==> src/rtl/pixel_stream_pkg.sv <==
// Shared types and the colour-bar lookup for the pixel stream reader.
package pixel_stream_pkg;

    typedef enum logic [1:0] {
        TP_OFF   = 2'd0,
        TP_SOLID = 2'd1,
        TP_BARS  = 2'd2,
        TP_RAMP  = 2'd3
    } tp_mode_t;

    typedef enum logic [2:0] {
        ST_IDLE,
        ST_CLAIM,
        ST_STREAM,
        ST_RELEASE,
        ST_TP
    } state_t;

    localparam int MAX_PIX_W = 256;

    // {red, green, blue} on/off for bars ordered white..black
    function automatic logic [2:0] bar_rgb(input logic [2:0] idx);
        logic [2:0] rgb;
        case (idx)
            3'd0:    rgb = 3'b111;
            3'd1:    rgb = 3'b110;
            3'd2:    rgb = 3'b011;
            3'd3:    rgb = 3'b010;
            3'd4:    rgb = 3'b101;
            3'd5:    rgb = 3'b100;
            3'd6:    rgb = 3'b001;
            default: rgb = 3'b000;
        endcase
        return rgb;
    endfunction

    function automatic logic chan_on(input logic [2:0] rgb, input int chan);
        logic on;
        case (chan)
            0:       on = rgb[2];
            1:       on = rgb[1];
            2:       on = rgb[0];
            default: on = 1'b0;
        endcase
        return on;
    endfunction

    // Right-aligned pixel, channel 0 in the MSBs; channels beyond blue stay dark.
    function automatic logic [MAX_PIX_W-1:0] bar_color(input logic [2:0] idx,
                                                        input int chan_width,
                                                        input int num_chan);
        logic [MAX_PIX_W-1:0] res;
        logic [MAX_PIX_W-1:0] mask;
        logic [2:0]           rgb;
        rgb  = bar_rgb(idx);
        res  = '0;
        mask = (MAX_PIX_W'(1) << chan_width) - MAX_PIX_W'(1);
        for (int c = 0; c < num_chan; c++) begin
            res = res << chan_width;
            if (chan_on(rgb, c)) begin
                res = res | mask;
            end
        end
        return res;
    endfunction

endpackage

==> src/rtl/pixel_tp_gen.sv <==
// Combinational test-pattern pixel for a given column: solid, colour bars or ramp.
module pixel_tp_gen
    import pixel_stream_pkg::*;
#(
    parameter int CHAN_WIDTH = 8,
    parameter int NUM_CHAN   = 3,
    parameter int H_ACTIVE   = 480,
    parameter int COL_W      = 9,
    localparam int PIX_W     = NUM_CHAN * CHAN_WIDTH
) (
    input  tp_mode_t               i_mode,
    input  logic [COL_W-1:0]       i_col,
    input  logic [PIX_W-1:0]       i_color,
    output logic [PIX_W-1:0]       o_pixel
);

    localparam int BAR_W = H_ACTIVE / 8;

    logic [2:0]            w_bar_idx;
    logic [PIX_W-1:0]      w_bar_pix;
    logic [CHAN_WIDTH-1:0] w_ramp;
    logic [PIX_W-1:0]      w_ramp_pix;

    assign w_bar_idx = 3'(i_col / COL_W'(BAR_W));
    assign w_bar_pix = PIX_W'(bar_color(w_bar_idx, CHAN_WIDTH, NUM_CHAN));
    assign w_ramp    = CHAN_WIDTH'(i_col);

    generate
        for (genvar gi = 0; gi < NUM_CHAN; gi++) begin : g_ramp
            assign w_ramp_pix[gi*CHAN_WIDTH +: CHAN_WIDTH] = w_ramp;
        end
    endgenerate

    always_comb begin
        o_pixel = '0;
        case (i_mode)
            TP_SOLID: o_pixel = i_color;
            TP_BARS:  o_pixel = w_bar_pix;
            TP_RAMP:  o_pixel = w_ramp_pix;
            default:  o_pixel = '0;
        endcase
    end

endmodule

==> src/rtl/pixel_stream_reader.sv <==
// Claims ping-pong FIFO blocks and streams them as pixels on a registered valid/ready port.
// Test-pattern source is built only when PIXEL_STREAM_READER_TP_EN is defined.
module pixel_stream_reader
    import pixel_stream_pkg::*;
#(
    parameter int CHAN_WIDTH = 8,
    parameter int NUM_CHAN   = 3,
    parameter int SIZE_WIDTH = 24,
    parameter int H_ACTIVE   = 480,
    localparam int PIX_W     = NUM_CHAN * CHAN_WIDTH
) (
    input  logic                  clk,
    input  logic                  rst,
    input  logic                  i_read_rdy,
    output logic                  o_read_act,
    input  logic [SIZE_WIDTH-1:0] i_read_size,
    input  logic [PIX_W-1:0]      i_read_data,
    output logic                  o_read_stb,
    input  logic [1:0]            i_tp_mode,
    input  logic [PIX_W-1:0]      i_tp_color,
    output logic [PIX_W-1:0]      o_pixel_data,
    output logic                  o_pixel_valid,
    input  logic                  i_pixel_ready,
    output logic                  o_pixel_last
);

    state_t                r_state, w_state_next;
    logic                  r_read_act;
    logic [SIZE_WIDTH-1:0] r_cnt;
    logic [SIZE_WIDTH-1:0] r_size;
    logic [PIX_W-1:0]      r_pix_data;
    logic                  r_pix_valid;
    logic                  r_pix_last;

    logic                  w_load;
    logic                  w_room;
    logic                  w_pop;
    logic                  w_pop_last;
    logic                  w_tp_req;
    logic                  w_tp_load;
    logic                  w_tp_exit;
    logic                  w_tp_last;
    logic [PIX_W-1:0]      w_tp_pixel;

    assign w_load     = !r_pix_valid || i_pixel_ready;
    assign w_room     = r_cnt < r_size;
    // Pop is combinational so the FIFO advances on the same edge that captures its word.
    assign w_pop      = (r_state == ST_STREAM) && w_load && w_room && !rst;
    assign w_pop_last = (r_cnt + SIZE_WIDTH'(1)) == r_size;

`ifdef PIXEL_STREAM_READER_TP_EN
    localparam int              COL_W    = (H_ACTIVE > 1) ? $clog2(H_ACTIVE) : 1;
    localparam logic [COL_W-1:0] COL_LAST = COL_W'(H_ACTIVE - 1);

    tp_mode_t         r_tp_mode;
    logic [COL_W-1:0] r_col;

    assign w_tp_req  = i_tp_mode != 2'd0;
    assign w_tp_last = r_col == COL_LAST;
    assign w_tp_exit = (r_state == ST_TP) && r_pix_valid && i_pixel_ready &&
                       r_pix_last && !w_tp_req;
    assign w_tp_load = (r_state == ST_TP) && w_load && !w_tp_exit;

    always_ff @(posedge clk) begin
        if (rst) begin
            r_tp_mode <= TP_OFF;
            r_col     <= '0;
        end else begin
            if (r_state == ST_IDLE) begin
                r_tp_mode <= tp_mode_t'(i_tp_mode);
            end
            if (w_tp_load) begin
                r_col <= w_tp_last ? '0 : r_col + COL_W'(1);
            end
        end
    end

    pixel_tp_gen #(
        .CHAN_WIDTH (CHAN_WIDTH),
        .NUM_CHAN   (NUM_CHAN),
        .H_ACTIVE   (H_ACTIVE),
        .COL_W      (COL_W)
    ) u_tp_gen (
        .i_mode  (r_tp_mode),
        .i_col   (r_col),
        .i_color (i_tp_color),
        .o_pixel (w_tp_pixel)
    );
`else
    logic w_unused_tp;
    assign w_unused_tp = ^{i_tp_mode, i_tp_color};
    assign w_tp_req    = 1'b0;
    assign w_tp_last   = 1'b0;
    assign w_tp_exit   = 1'b0;
    assign w_tp_load   = 1'b0;
    assign w_tp_pixel  = '0;
`endif

    always_comb begin
        w_state_next = r_state;
        case (r_state)
            ST_IDLE: begin
                if (w_tp_req) begin
                    w_state_next = ST_TP;
                end else if (i_read_rdy) begin
                    w_state_next = ST_CLAIM;
                end
            end
            ST_CLAIM:   w_state_next = ST_STREAM;
            ST_STREAM: begin
                if (!w_room || (w_pop && w_pop_last)) begin
                    w_state_next = ST_RELEASE;
                end
            end
            ST_RELEASE: w_state_next = ST_IDLE;
            ST_TP: begin
                if (w_tp_exit) begin
                    w_state_next = ST_IDLE;
                end
            end
            default:    w_state_next = ST_IDLE;
        endcase
    end

    always_ff @(posedge clk) begin
        if (rst) begin
            r_state     <= ST_IDLE;
            r_read_act  <= 1'b0;
            r_cnt       <= '0;
            r_size      <= '0;
            r_pix_data  <= '0;
            r_pix_valid <= 1'b0;
            r_pix_last  <= 1'b0;
        end else begin
            r_state <= w_state_next;
            if ((r_state == ST_IDLE) && (w_state_next == ST_CLAIM)) begin
                r_read_act <= 1'b1;
                r_cnt      <= '0;
            end else if (r_state == ST_RELEASE) begin
                r_read_act <= 1'b0;
            end
            if (r_state == ST_CLAIM) begin
                r_size <= i_read_size;
            end
            // A held final pixel drains here independently of the FSM.
            if (w_pop) begin
                r_cnt       <= r_cnt + SIZE_WIDTH'(1);
                r_pix_data  <= i_read_data;
                r_pix_valid <= 1'b1;
                r_pix_last  <= w_pop_last;
            end else if (w_tp_load) begin
                r_pix_data  <= w_tp_pixel;
                r_pix_valid <= 1'b1;
                r_pix_last  <= w_tp_last;
            end else if (i_pixel_ready) begin
                r_pix_valid <= 1'b0;
                r_pix_last  <= 1'b0;
            end
        end
    end

    assign o_read_act    = r_read_act;
    assign o_read_stb    = w_pop;
    assign o_pixel_data  = r_pix_data;
    assign o_pixel_valid = r_pix_valid;
    assign o_pixel_last  = r_pix_last;

endmodule

==> config.mk <==
export PLATFORM = sky130hd
export DESIGN_NAME = pixel_stream_reader
export DESIGN_NICKNAME = d
export VERILOG_FILES = /design/src/rtl/pixel_stream_pkg.sv /design/src/rtl/pixel_tp_gen.sv /design/src/rtl/pixel_stream_reader.sv
export SDC_FILE = /design/constraint.sdc
export NUM_CORES = 1
export LEC_CHECK = 0
export BUFFER_PORTS_ARGS = -buffer_cell sky130_fd_sc_hd__buf_2
export CAP_MARGIN = 10
export CORE_MARGIN = 2
export CORE_UTILIZATION = 45
export CTS_BUF_LIST = sky130_fd_sc_hd__clkbuf_16
export DETAILED_ROUTE_END_ITERATION = 10
export PLACE_DENSITY = 0.8
export SYNTH_ARGS = -nofsm -noshare
export SYNTH_HDL_FRONTEND = slang
export SYNTH_SLANG_ARGS = --single-unit
==> constraint.sdc <==
create_clock -name clk -period 2.8 [get_ports clk]
set_input_delay 0.56 -clock clk [delete_from_list [all_inputs] [get_ports clk]]
set_output_delay 0.56 -clock clk [all_outputs]
set_load 0.01 [all_outputs]
==> After elaboration in Yosys (flattened, before gate mapping) <==
Cells that the tools add are included.
{ "totals": {"reg_bits": 78, "latchBits": 0, "mem_bits_ro": 0, "ramBits": 0, "memories": 0} }
{ "op_classes": {"n_reduce_logical": 14, "order_cmp": 1, "n_eq_ne": 6, "n_mul": 0, "bitwise_logic": 0, "shift": 0, "n_addsub": 1, "mux": 10, "div_mod_pow": 0} }
{ "op_table": {"columns": ["op", "count"], "rows": [
  ["24-bit two-way mux", 2],
  ["24-bit by 1-bit adder with 24-bit output (second input constant)", 1],
  ["24-bit equality test", 1],
  ["24-bit < comparator", 1],
  ["3-bit one-hot mux with 4 select lines", 1],
  ["3-bit by 1-bit equality test with 1-bit output (second input constant)", 2],
  ["3-bit by 2-bit equality test with 1-bit output (second input constant)", 2],
  ["3-bit two-way mux", 2],
  ["2-bit nonzero test", 3],
  ["1-bit logical AND", 5],
  ["1-bit two-way mux", 5],
  ["3-bit equality test (second input constant)", 1],
  ["1-bit logical NOT", 3],
  ["3-bit logical NOT", 1],
  ["1-bit logical OR", 2]
]} }

==> Depth between registers and ports, before layout <==
{ "logic_depth": {"ltp_word": 13, "ltp_mapped": 13, "depth_no_buf": 11} }

==> Worst setup path after synthesis <==
OpenSTA, ideal clock, no wires.
{ "synth_timing": {"path_kind": "register to output", "start": "reg r_cnt[10]", "end": "out o_read_stb", "t_arrival_ns": 2.278, "required_ns": 2.240, "slack_ns": -0.038, "path_stages_with_launch": 10, "n_path_buf": 2, "path_cell_list": "dfxtp_1 > ha_1 > a21o_1 > a221o_1 > nand2_1 > nand4_1 > or3_1 > buf_2 > inv_2 > clkbuf_1"} }
{ "synth_via": {"elab_chain_cells": 3} }
{ "synth_lines": {"columns": ["item", "line", "text"], "rows": [
  ["start: declaration", "pixel_stream_reader.sv:29", "logic [SIZE_WIDTH-1:0] r_cnt;"],
  ["start signal: assignment", "pixel_stream_reader.sv:147", "r_cnt <= r_cnt + SIZE_WIDTH'(1);"],
  ["24-bit < comparator", "pixel_stream_reader.sv:46", "assign w_room = r_cnt < r_size;"],
  ["1-bit logical AND (2 in a row)", "pixel_stream_reader.sv:48", "assign w_pop = (r_state == ST_STREAM) && w_load && w_room && !rst;"],
  ["end: declaration", "pixel_stream_reader.sv:18", "output logic o_read_stb,"]
]} }
No other way between the ends.

==> Worst setup path in the final report <==
{ "layout_timing": {"start": "reg r_size[22]", "end": "reg r_cnt[4]"} }
{ "layout_via": {"elab_chain_cells": 10, "elab_cells_between_ends": 13, "classes_between": "order compare (1); eq/ne (2); mux (3); reduce/logical (7)"} }
{ "layout_lines": {"columns": ["item", "line", "text"], "rows": [
  ["start: declaration", "pixel_stream_reader.sv:30", "logic [SIZE_WIDTH-1:0] r_size;"],
  ["start signal: assignment", "pixel_stream_reader.sv:143", "r_size <= i_read_size;"],
  ["24-bit < comparator", "pixel_stream_reader.sv:46", null],
  ["1-bit logical AND (2 in a row)", "pixel_stream_reader.sv:48", null],
  ["1-bit logical AND", "pixel_stream_reader.sv:111", "if (!w_room || (w_pop && w_pop_last)) begin"],
  ["1-bit logical OR", "pixel_stream_reader.sv:111", null],
  ["3-bit two-way mux", "pixel_stream_reader.sv:111", null],
  ["3-bit one-hot mux with 4 select lines", "pixel_stream_reader.sv:101", "case (r_state)"],
  ["3-bit by 1-bit equality test with 1-bit output", "pixel_stream_reader.sv:136", "if ((r_state == ST_IDLE) && (w_state_next == ST_CLAIM)) begin"],
  ["1-bit logical AND", "pixel_stream_reader.sv:136", null],
  ["2-bit nonzero test (no line)", null, null]
]} }
Several ways; a longest one is shown, not always the timed one.
A chain may end at the register's enable or synchronous reset.

==> results.py <==
metrics = {
    "outcome": {
        "outcome": "finished, violations left",
        "failed_checks": "negative setup slack",
    },
    "global_route": {
        "grt_pass1_vias": 4391,
        "grt_max_degree": 78,
        "antenna_found_initial": 0,
        "grt_use_total": 0.244,
        "grt_first_pass_wirelength_um": 20400,
        "overflow": 0,
    },
    "sta": {
        "max_freq_ghz": 0.339,
        "rsz0062_at_grt": "yes",
        "finalSetupViolCount": 21,
        "skew_ns": 0.00824,
        "fin_ws_ns": -0.147,
        "max-slew-margin-rel": 0.422,
        "tightest_slew_ns": 0.866,
        "final.setup.tns_ns": -1.10,
        "min_period_over_period": 1.05,
        "min_period_ns": 2.95,
        "hold_viol": 0,
        "drv_slew": 0,
    },
    "worst_setup_path": {
        "setup.worst_path.start_class": "flip-flop",
        "r2r_cells": 14,
        "cp_data_required_time_ns": 3.04,
        "crit_type": "flip-flop to flip-flop",
        "regToRegSetupSlack_ns": -0.15,
        "cp_data_arrival_time_ns": 3.19,
        "path_cells": "inv_2 -> ha_4 -> nand4_1 -> buf_4 -> nor4_4 -> nand2_2 -> nand4_1 -> or3_4 -> inv_4 -> buf_4 -> a31oi_4 -> buf_6 -> a21oi_1 -> a211oi_1",
        "timing.rr.end": "r_cnt[4]$_SDFFE_PP0P_",
        "slowest_delay_ns": 0.42,
        "worstReg2RegStart": "r_size[22]$_SDFFE_PP0P_",
        "endpoint_kind": "flip-flop",
        "path_max_fanout": 6,
        "slowest_stage": "nor4_4",
    },
    "detailed_routing": {
        "routed_wl_um": 12900,
        "firstDrtPassIters": 5,
        "drt_iter0_drc": 362,
        "wl_per_cell_um": 15.4,
        "vias_per_cell": 5.48,
        "drcViolationCount": 0,
        "detail-route-antenna-nets": 0,
        "vias": 4582,
    },
    "final_layout": {
        "drive_gt1_frac": 0.321,
        "areaGrowthSynthToFinish_pct": 33.9,
        "num_antenna_cells": 0,
        "finish.utilization": 0.614,
        "nets": 801,
    },
    "synth": {
        "avgSynthCellArea_um2": 7.63,
        "synthMostInstantiatedCell": "nand2_1",
        "ys_async_sr_fraction": 0,
        "synth_top_area_share": 0.353,
        "synth_nets": 682,
        "synth_seq_area_share": 0.353,
        "netlist_area_um2": 4420,
        "synth_edf_count": 0,
        "synthDistinctLibCells": 51,
        "synthCells": 579,
        "ys_ff_latch": 78,
        "yosys-top-cells-count": "122 x nand2_1, 85 x a21oi_1, 78 x dfxtp_1",
        "synth_area_leaders": "dfxtp_1 35%, nand2_1 10%, a21oi_1 9.6%",
        "synth_area_leader_cell": "dfxtp_1",
        "synth_flop_cell": "dfxtp_1",
        "yosys_warnings": 0,
    },
    "job": {
        "cap_violations": 0,
    },
    "floorplan": {
        "die_area_um2": 10600,
        "start_util": 0.459,
        "io_pins": 106,
        "core_um2": 9640,
        "die_h_um": 103,
        "dieWidth_um": 103,
        "rows": 36,
    },
    "pwr": {
        "vdd_drop_max_v": 0.000319,
        "power_leakage_nw": 2.39,
        "power.total_mw": 3.11,
        "powerDensity_nw_per_um2": 526,
    },
    "clock_tree": {
        "clkLatencyLatePin_ns": 0.34,
        "clkSlewWorstSetupHoldPaths_ns": 0.06,
        "htree_levels": 3,
        "clock-sinks": 78,
        "ctsLongestPathBuffers": 2,
        "numCtsBuffers": 9,
        "cts_tree": "built",
        "cts-root-buf": "clkbuf_16",
        "holdBufCountCts": 0,
    },
    "min_path": {
        "min_from": "i_read_size[23]",
        "min_path_type": "input port to flip-flop",
        "holdPathEnd": "r_size[23]$_SDFFE_PP0P_",
        "min_path_cells": 3,
    },
    "placed_design": {
        "globalplace.congestion": 0.876,
        "post-place-ws_ns": -0.172,
        "hpwl_um": 8620,
        "portBuffers": 79,
    },
}
layout by cell type, fill, tap and decap left out, types with 5 or more instances in the layout:
| cell | n |
|---|---|
| nor3_1 | 8 |
| o21ai_0 | 9 |
| dfxtp_1 | 61 |
| buf_2 | 78 |
| inv_2 | 8 |
| ha_1 | 14 |
| or3_1 | 9 |
| clkbuf_16 | 9 |
| o21ai_1 | 6 |
| a31oi_1 | 8 |
| nand3_1 | 15 |
| xor2_1 | 14 |
| buf_4 | 61 |
| nor2_1 | 29 |
| ha_4 | 11 |
| xnor2_1 | 24 |
| nand2_1 | 120 |
| nand3b_1 | 6 |
| a21oi_2 | 5 |
| inv_1 | 23 |
| nand4_1 | 9 |
| and3_1 | 5 |
| a21oi_1 | 80 |
| dfxtp_2 | 17 |
critical path, delay by kind of cell (launching register included):
family	cells	cell delay, ns
fa+ha+maj	1	0.26
compound gates	3	0.60
flops	1	0.33
simple gates	5	1.04
buf+inv	5	0.63
worst max path at each step:
stage	start	to	slack, ns	depth (start not counted)
final	r_size[22]$_SDFFE_PP0P_	r_cnt[4]$_SDFFE_PP0P_	-0.15	14
after global routing	r_size[22]$_SDFFE_PP0P_	o_read_stb	-0.15	10
after CTS	r_size[23]$_SDFFE_PP0P_	o_read_stb	-0.02	9
after detailed placement	r_size[23]$_SDFFE_PP0P_	r_cnt[4]$_SDFFE_PP0P_	-0.17	14
after global placement	r_size[21]$_SDFFE_PP0P_	r_cnt[9]$_SDFFE_PP0P_	-0.04	14
after floorplan	r_cnt[10]$_SDFFE_PP0P_	o_read_stb	0.07	9
power breakdown:
group	leakage, nW	switching (mW)	internal, mW
combinational	1.61	0.401	0.315
sequential	0.640	0.0456	1.17
clock	0.143	0.483	0.693
total	2.39	0.930	2.18
routing by layer:
metal,GRT usage,wire (µm),vias to the layer above
li1,-,-,2223
met1,0.291,5190,2141
met2,0.421,6490,180
met3,0.0488,863,38
met4,0.111,370,0
met5,0,0,-
cell families after synthesis:
kind of cell	share of synthesized area
fa+ha+maj	0.0708
buf+inv	0.0637
flops	0.353
compound gates	0.173
xor+xnor	0.0753
simple gates	0.264
final cells by class:
cell class,count,area (µm²)
clock buffer,9,225
inverter,31,119
fill,812,3720
tap,133,166
clock inverter,7,75.1
sequential,78,1580
timing repair buffer,144,913
multi-input combinational,434,2840
stage by stage:
stage	instances	hold slack [ns]	area, µm²
floorplan	579	0.440	4420
global placement	811	0.439	5240
detailed placement	811	0.446	5240
CTS	829	0.445	5760
global route	836	0.456	5920
finish	836	0.447	5920
repair_timing:
item                                    CTS  global route
endpoints found under the setup margin   25            31
pin swaps                                18            26
gates cloned                              0             2
buffers inserted                          4             5
gates resized for setup                  46            34
state kept, by name, indices dropped and copies added, names as in the netlist:
register       flops
r_state            3
r_size            24
o_pixel_data      24
o_read_act         1
o_pixel_last       1
r_cnt             24
o_pixel_valid      1
Power figures use the tool's default switching activity.
